[src/rtl/topk_result_out.sv]
// Top-5 result streamer: latches the final sorter list of a job and
// delivers its non-empty entries as ranked beats over a valid/ready port.
module topk_result_out #(
    parameter int                    Data_Width  = 8,
    parameter int                    Index_Width = 16,
    parameter logic [Data_Width-1:0] MIN         = 8'h80
) (
    input  logic                                sys_clk,
    input  logic                                sys_rst_n,
    input  logic                                sorter_clr,
    input  logic [Index_Width+Data_Width-1:0]   sorter_out0,
    input  logic [Index_Width+Data_Width-1:0]   sorter_out1,
    input  logic [Index_Width+Data_Width-1:0]   sorter_out2,
    input  logic [Index_Width+Data_Width-1:0]   sorter_out3,
    input  logic [Index_Width+Data_Width-1:0]   sorter_out4,
    input  logic                                sorter_valid,
    input  logic                                last_sort_o,
    output logic                                out_valid,
    input  logic                                out_ready,
    output logic [Index_Width-1:0]              out_index,
    output logic [Data_Width-1:0]               out_score,
    output logic [2:0]                          out_rank,
    output logic                                out_last,
    output logic [2:0]                          result_cnt,
    output logic                                done,
    output logic                                busy,
    output logic                                ovf_err
);

    localparam int EW = Index_Width + Data_Width;
    localparam logic [EW-1:0] EMPTY = {{Index_Width{1'b0}}, MIN};

    typedef enum logic [1:0] {IDLE, SEND, DONE} state_t;

    state_t        state;
    state_t        state_nxt;
    logic [EW-1:0] sin [5];
    logic [EW-1:0] ent [5];
    logic [EW-1:0] cur;
    logic [2:0]    cnt_nxt;
    logic [2:0]    rank;
    logic          run;
    logic          cap;
    logic          fire;

    assign sin[0] = sorter_out0;
    assign sin[1] = sorter_out1;
    assign sin[2] = sorter_out2;
    assign sin[3] = sorter_out3;
    assign sin[4] = sorter_out4;

    assign cap  = sorter_valid & last_sort_o;
    assign fire = out_valid & out_ready;

    // Leading non-empty run length; counting stops at the first empty slot.
    always_comb begin
        cnt_nxt = '0;
        run     = 1'b1;
        for (int i = 0; i < 5; i++) begin
            if (run && sin[i] != EMPTY) cnt_nxt = cnt_nxt + 3'd1;
            else                        run     = 1'b0;
        end
    end

    always_ff @(posedge sys_clk or negedge sys_rst_n) begin
        if (!sys_rst_n) state <= IDLE;
        else            state <= state_nxt;
    end

    always_comb begin
        state_nxt = state;
        if (sorter_clr) begin
            state_nxt = IDLE;
        end else begin
            unique case (state)
                IDLE: if (cap) state_nxt = (cnt_nxt != 3'd0) ? SEND : DONE;
                SEND: if (fire && out_last) state_nxt = DONE;
                DONE: state_nxt = IDLE;
                default: state_nxt = IDLE;
            endcase
        end
    end

    always_ff @(posedge sys_clk or negedge sys_rst_n) begin
        if (!sys_rst_n) begin
            for (int i = 0; i < 5; i++) ent[i] <= EMPTY;
            result_cnt <= '0;
            rank       <= '0;
            ovf_err    <= 1'b0;
        end else if (sorter_clr) begin
            for (int i = 0; i < 5; i++) ent[i] <= EMPTY;
            result_cnt <= '0;
            rank       <= '0;
            ovf_err    <= 1'b0;
        end else begin
            unique case (state)
                IDLE: begin
                    if (cap) begin
                        for (int i = 0; i < 5; i++) ent[i] <= sin[i];
                        result_cnt <= cnt_nxt;
                        rank       <= '0;
                    end
                end
                SEND: begin
                    if (cap) ovf_err <= 1'b1;
                    if (fire && !out_last) rank <= rank + 3'd1;
                end
                DONE: begin
                    if (cap) ovf_err <= 1'b1;
                    rank <= '0;
                end
                default: rank <= '0;
            endcase
        end
    end

    always_comb begin
        cur       = ent[rank];
        out_valid = (state == SEND);
        busy      = (state != IDLE);
        done      = (state == DONE);
        out_last  = out_valid && (rank == result_cnt - 3'd1);
        out_rank  = out_valid ? rank : '0;
        out_index = out_valid ? cur[EW-1:Data_Width] : '0;
        out_score = out_valid ? cur[Data_Width-1:0] : '0;
    end

endmodule

[config.mk]
export PLATFORM = sky130hd
export DESIGN_NAME = topk_result_out
export DESIGN_NICKNAME = d
export VERILOG_FILES = /design/src/rtl/topk_result_out.sv
export SDC_FILE = /design/constraint.sdc
export NUM_CORES = 1
export LEC_CHECK = 0
export BUFFER_PORTS_ARGS = -buffer_cell sky130_fd_sc_hd__buf_2
export CORE_ASPECT_RATIO = 0.8
export CORE_MARGIN = 1.5
export CORE_UTILIZATION = 45
export CTS_BUF_LIST = sky130_fd_sc_hd__clkbuf_4
export DETAILED_ROUTE_END_ITERATION = 10
export GPL_ROUTABILITY_DRIVEN = 0
export PLACE_DENSITY = 0.73
export SKIP_LAST_GASP = 1
export SLEW_MARGIN = 20
export SYNTH_ARGS = -nofsm -noshare
export SYNTH_HDL_FRONTEND = slang
export SYNTH_SLANG_ARGS = --single-unit
[constraint.sdc]
create_clock -name sys_clk -period 2.24 [get_ports sys_clk]
set_clock_uncertainty 0.05 [all_clocks]
set_input_delay 0.224 -clock sys_clk [delete_from_list [all_inputs] [get_ports sys_clk]]
set_output_delay 0.224 -clock sys_clk [all_outputs]
set_load 0.01 [all_outputs]
== After elaboration in Yosys (flattened, before gate mapping) ==
Index checks and enable logic that the tools add are counted.

* Flip-flop bits (word level): 129
* Input port bits: 126
* Output and inout bits: 35
* Logic and storage cells: 82

* Add/sub/neg operators: 6
* Order comparisons: 1
* Eq/ne operators: 11
* Multiplexer cells: 33
* Bitwise gates (word level): 3
* Reduce and logical (&&, ||, !) cells: 19

{| class="wikitable"
|+ Operator list
! operator !! number
|-
| $mux W120 || 3
|-
| $ne A24 B8 Y1 const B || 5
|-
| $bmux W24 S3 || 1
|-
| $mux W24 || 2
|-
| $mux W3 || 10
|-
| $mux W16 || 1
|-
| $add A3 B1 Y3 const B || 4
|-
| $mux W2 || 5
|-
| $mux W1 || 8
|-
| $mux W8 || 1
|-
| $reduce_and A2 Y1 || 4
|-
| $reduce_bool A2 Y1 || 4
|-
| $logic_and A1 B1 Y1 || 7
|-
| $ne A3 B2 Y1 const B || 2
|-
| $pmux W3 S2 || 1
|-
| $ge A4 B4 Y1 const B || 1
|-
| $not A3 Y4 || 1
|-
| $pmux W2 S2 || 1
|-
| $eq A3 B3 Y1 || 1
|-
| $ne A3 B3 Y1 const B || 1
|-
| $reduce_bool A3 Y1 || 1
|-
| $sub A3 B1 Y3 const B || 1
|-
| $add A1 B1 Y2 const B || 1
|-
| $and A1 B1 Y1 || 2
|-
| 5 further kinds || 5
|}

== Longest topological paths before layout ==
* Word-level depth: 15
* Depth in mapped cells: 11
* Mapped depth without buffers: 11

== Least setup slack after synthesis ==
Ideal clock, no wire load.

* Kind: input to register
* From: in sorter_out2[19]
* To: reg result_cnt[1]
* Library setup time: 135 ps
* Arrival: 2220 ps
* Data required time: 2055 ps
* Slack: -165 ps
* Stages on the path: 10
* Buffers on the path: 0
* Cell sequence: nor4_1 -> nand4_1 -> or2_1 -> nor2_1 -> nor2_1 -> ha_1 -> o31a_1 -> ha_1 -> a2111oi_2 -> o41ai_1

* Cells in the longest elaborated chain, start to end: 10
* Elaborated cells on any way between the ends: 14
* Classes of those cells: add/sub: 2; eq/ne: 1; mux: 8; reduce/logical: 3

{| class="wikitable"
|+ RTL lines
! item !! RTL line !! text
|-
| from (decl) || 13 || <nowiki>input logic [Index_Width+Data_Width-1:0] sorter_out2,</nowiki>
|-
| $ne A24 B8 Y1 (*) || 60 || <nowiki>if (run && sin[i] != EMPTY) cnt_nxt = cnt_nxt + 3'd1;</nowiki>
|-
| $logic_and A1 B1 Y1 (*) || 60 ||
|-
| $mux W3 / $mux W1 (equally long branches) || 60 ||
|-
| $add A3 B1 Y3 / $logic_and A1 B1 Y1 (equally long branches) || 60 ||
|-
| $mux W3 / $mux W1 (equally long branches) || 60 ||
|-
| $add A3 B1 Y3 / $logic_and A1 B1 Y1 (equally long branches) || 60 ||
|-
| $mux W3 (*) || 60 ||
|-
| $mux W3 (*) || 98 || <nowiki>if (cap) begin</nowiki>
|-
| $mux W3 (*) || 96 || <nowiki>unique case (state)</nowiki>
|-
| $mux W3 (*) || 90 || <nowiki>end else if (sorter_clr) begin</nowiki>
|-
| to (signal assigned) || 100 || <nowiki>result_cnt <= cnt_nxt;</nowiki>
|-
| to (decl) || 24 || <nowiki>output logic [2:0] result_cnt,</nowiki>
|}

Mark *: on every way between the ends. The rest lies on a longest branch, timed or not. The select of a mux whose other input is x is not followed.
A chain may end at the register's enable or synchronous reset.

== Worst setup path in the final report ==
* From: reg rank[0]
* To: out out_index[4]

* Cells in the longest elaborated chain, start to end: 5

{| class="wikitable"
|+ RTL lines
! item !! RTL line !! text
|-
| from (decl) || 41 || <nowiki>logic [2:0] rank;</nowiki>
|-
| from (signal assigned) || 106 || <nowiki>if (fire && !out_last) rank <= rank + 3'd1;</nowiki>
|-
| $not A3 Y4 (implied by the code) || 118 || <nowiki>cur = ent[rank];</nowiki>
|-
| $bmux W24 S3 || 118 ||
|-
| $mux W24 (implied by the code) (2 in a row) || 118 ||
|-
| $mux W16 || 124 || <nowiki>out_index = out_valid ? cur[EW-1:Data_Width] : '0;</nowiki>
|-
| to (decl) || 20 || <nowiki>output logic [Index_Width-1:0] out_index,</nowiki>
|}

No other way between the ends. The select of a mux whose other input is x is not followed.

==> flow_metrics.tcl <==
set metrics [dict create \
    worstMarginPinSlew_ps 734.2 \
    min_path_type "in -> reg" \
    drc_errors 0 \
    p_switching_uw 1989 \
    combPwrFrac_pct 27.7 \
    clockPowerShare_pct 28.6 \
    wl_per_cell_um 22.23 \
    track_usage_pct 32.12 \
    final_layout_size_suffix_gt1_share_pct 41.78 \
    required_ps 1970 \
    initial_utilization_pct 45.78 \
    synth.area.top_cells "dfrtp_1 50%, a22o_1 16%, mux4_2 8.7%" \
    synth_flop_cell "dfrtp_1" \
    hold_slack_ps 189.6 \
    grt_pass1_vias 6177 \
    grt_pass1_wl_um 34580 \
    finalWirelength_um 22800 \
    yosys_warnings 0 \
    die-width_um 134.0 \
    synth-edff-count 0 \
    fin_nets 965 \
    violations "setup timing" \
    synth_cell_type_count 54 \
    p_total_uw 6347 \
    synth_seq_area_share_pct 52.32 \
    cp_slowest_cell "mux4_2" \
    cts_buffers 17 \
    clockBufferDepth 2 \
    syn_inst 473 \
    switching_share_pct 31.34 \
    detailroute.via_count 6139 \
    die_h_um 107.8 \
    cts_htree_levels 4 \
    worstPathCellList "buf_12 -> mux4_2 -> a22oi_1 -> nor2b_1 -> buf_2" \
    p_per_area_mw_per_mm2 662.9 \
    critPathKind "reg -> out" \
    path_max_fanout 11 \
    async_flop_share_pct 100.0 \
    setup-tns-final_ps -4830 \
    grt_max_degree 64 \
    rsz0062_at_grt "yes" \
    path_buf_inv 2 \
    placed_area_mm2 0.007775 \
    die-area_mm2 0.01445 \
    path_clk_slew_ps 130 \
    antenna_found_initial 1 \
    cp-start-kind "flip-flop" \
    drtIter0Drc 459 \
    nFillCells 903 \
    avgSynthCellArea_um2 13.07 \
    period_minus_slack_ps 2491 \
    syn_area_mm2 0.006182 \
    max-vdd-ir-drop_mv 0.4157 \
    syn_nets 606 \
    fmax_mhz 401.5 \
    drtPass1Iterations 5 \
    hold_violations 0 \
    synth_top_area_cell "dfrtp_1" \
    status "finished, violations left" \
    clkSinkCount 129 \
    rows 38 \
    end_kind "output port" \
    synthToLayoutAreaGrowth_pct 54.89 \
    setup_ws_ps -250.7 \
    maxCapViolations 0 \
    post-place-ws_ps -614.9 \
    seq_power_share_pct 43.7 \
    clk_latency_ps 560 \
    dp_hpwl_um 14000 \
    relSlewSlack_pct 51.05 \
    postRouteAntennaNets 0 \
    final_area_mm2 0.009575 \
    min_period_over_period_pct 111.2 \
    cts_root_buf "clkbuf_4" \
    synth_top_area_share_pct 50.19 \
    ys_ff_latch 129 \
    p_int_uw 4358 \
    drv_slew 0 \
    io_pins 161 \
    cpLargestDelayFamily "multiplexers" \
    worstPathArrival_ps 2220 \
    leakagePower_uw 0.004459 \
    cts_tree "built" \
    critPathMaxStageDelay_ps 580 \
    setup_viol 26 \
    vias_per_cell 5.983 \
    overflow 0 \
    core_mm2 0.01350 \
    port_buffers 160 \
]
final timing paths:
| check | from | end | slack [ps] | depth (start not counted) |
|---|---|---|---|---|
| max | rank[0] | out_index[4] | -250 | 5 |
| min | out_ready | rank[1] | 190 | 4 |
| max reg2reg | state[1] | result_cnt[2] | 150 | 6 |
| min reg2reg | ent[77] | ent[77] | 470 | 1 |
| max in group asynchronous | sys_rst_n | ent[115] | 1200 | 3 |
| min in group asynchronous | sys_rst_n | ent[24] | 210 | 2 |
logic make-up after synthesis:
kind of cell	share of synthesized area [%]
buffers and inverters	3.744
DFF	52.32
adders and majority gates	1.417
xor gates and xnor gates	1.053
muxes	8.905
and+or+nand+nor	10.08
AOI/OAI and AO/OA	22.49
flip-flops by register name (all words and copies together) (netlist names):
name / count
state: 2
rank: 3
result_cnt: 3
ovf_err: 1
ent: 120
tightest hold or removal path, cell delays in order:
cell and delay [ps]:
buf_2 120, a21boi_1 170, nand2_2 120, a31o_1 150
metal layers:
layer | wire length, um | global-route usage (%) | up-vias
li1 | - | - | 2618
met1 | 9490 | 43.89 | 3094
met2 | 10610 | 50.59 | 364
met3 | 1963 | 7.345 | 63
met4 | 740 | 11.67 | 0
met5 | 0 | 0 | -
metrics by stage:
stage                     util, %  cells
after CTS                   70.23   1023
after detailed placement    57.58    860
after global placement      57.58    860
after global routing        70.91   1026
final                       70.91   1026
after floorplan                 -    473
area by class of cell:
type	count	area, um2	share of cell area (%)
antenna	1	2.502	0.02613
tap	180	225.2	2.352
clock inverter	15	191.4	1.999
sequential	129	3236	33.79
multi-input combinational	299	2882	30.09
clock buffer	17	127.6	1.333
inverter	7	26.28	0.2744
timing repair buffer	378	2885	30.13
cell usage in the layout (no fill, tap or decap), types with 8 or more instances in the layout:
master,n
buf_2,158
dfrtp_1,123
dlygate4sd3_1,123
a22o_1,115
buf_4,85
nor2b_1,25
mux4_2,24
a22oi_1,18
clkbuf_4,18
nor4_1,13
nor2_1,10
nor4_2,9
nand2_1,8
synthesized netlist by cell type (all sizes together), types with 6 or more instances:
cell and number:
dfrtp 124, a22o 115, buf 27, nor2b 25
nor4 25, a22oi 24, mux4 24, nor2 13
clkbuf 11, nand2 9, ha 7, inv 7
a21oi 6, nand4 6, nor4b 6
repair_timing:
item                       CTS  global route
setup endpoints to repair   26            27
pin swaps                    3             8
hold buffers               123             0
hold endpoints to repair   169             0
gates cloned                 2             2
setup buffers                6             1
gates resized for setup     13            16
power groups by stage:
stage | clock (uW) | sequential [uW] | combinational (uW)
after floorplan | 0 | 2740 | 867
after global placement | 0 | 2770 | 1420
after detailed placement | 0 | 2790 | 1450
after CTS | 1810 | 2750 | 1710
after global routing | 1930 | 2790 | 1860
final | 1820 | 2770 | 1760
Note: power is estimated with default switching activity, not from simulation.
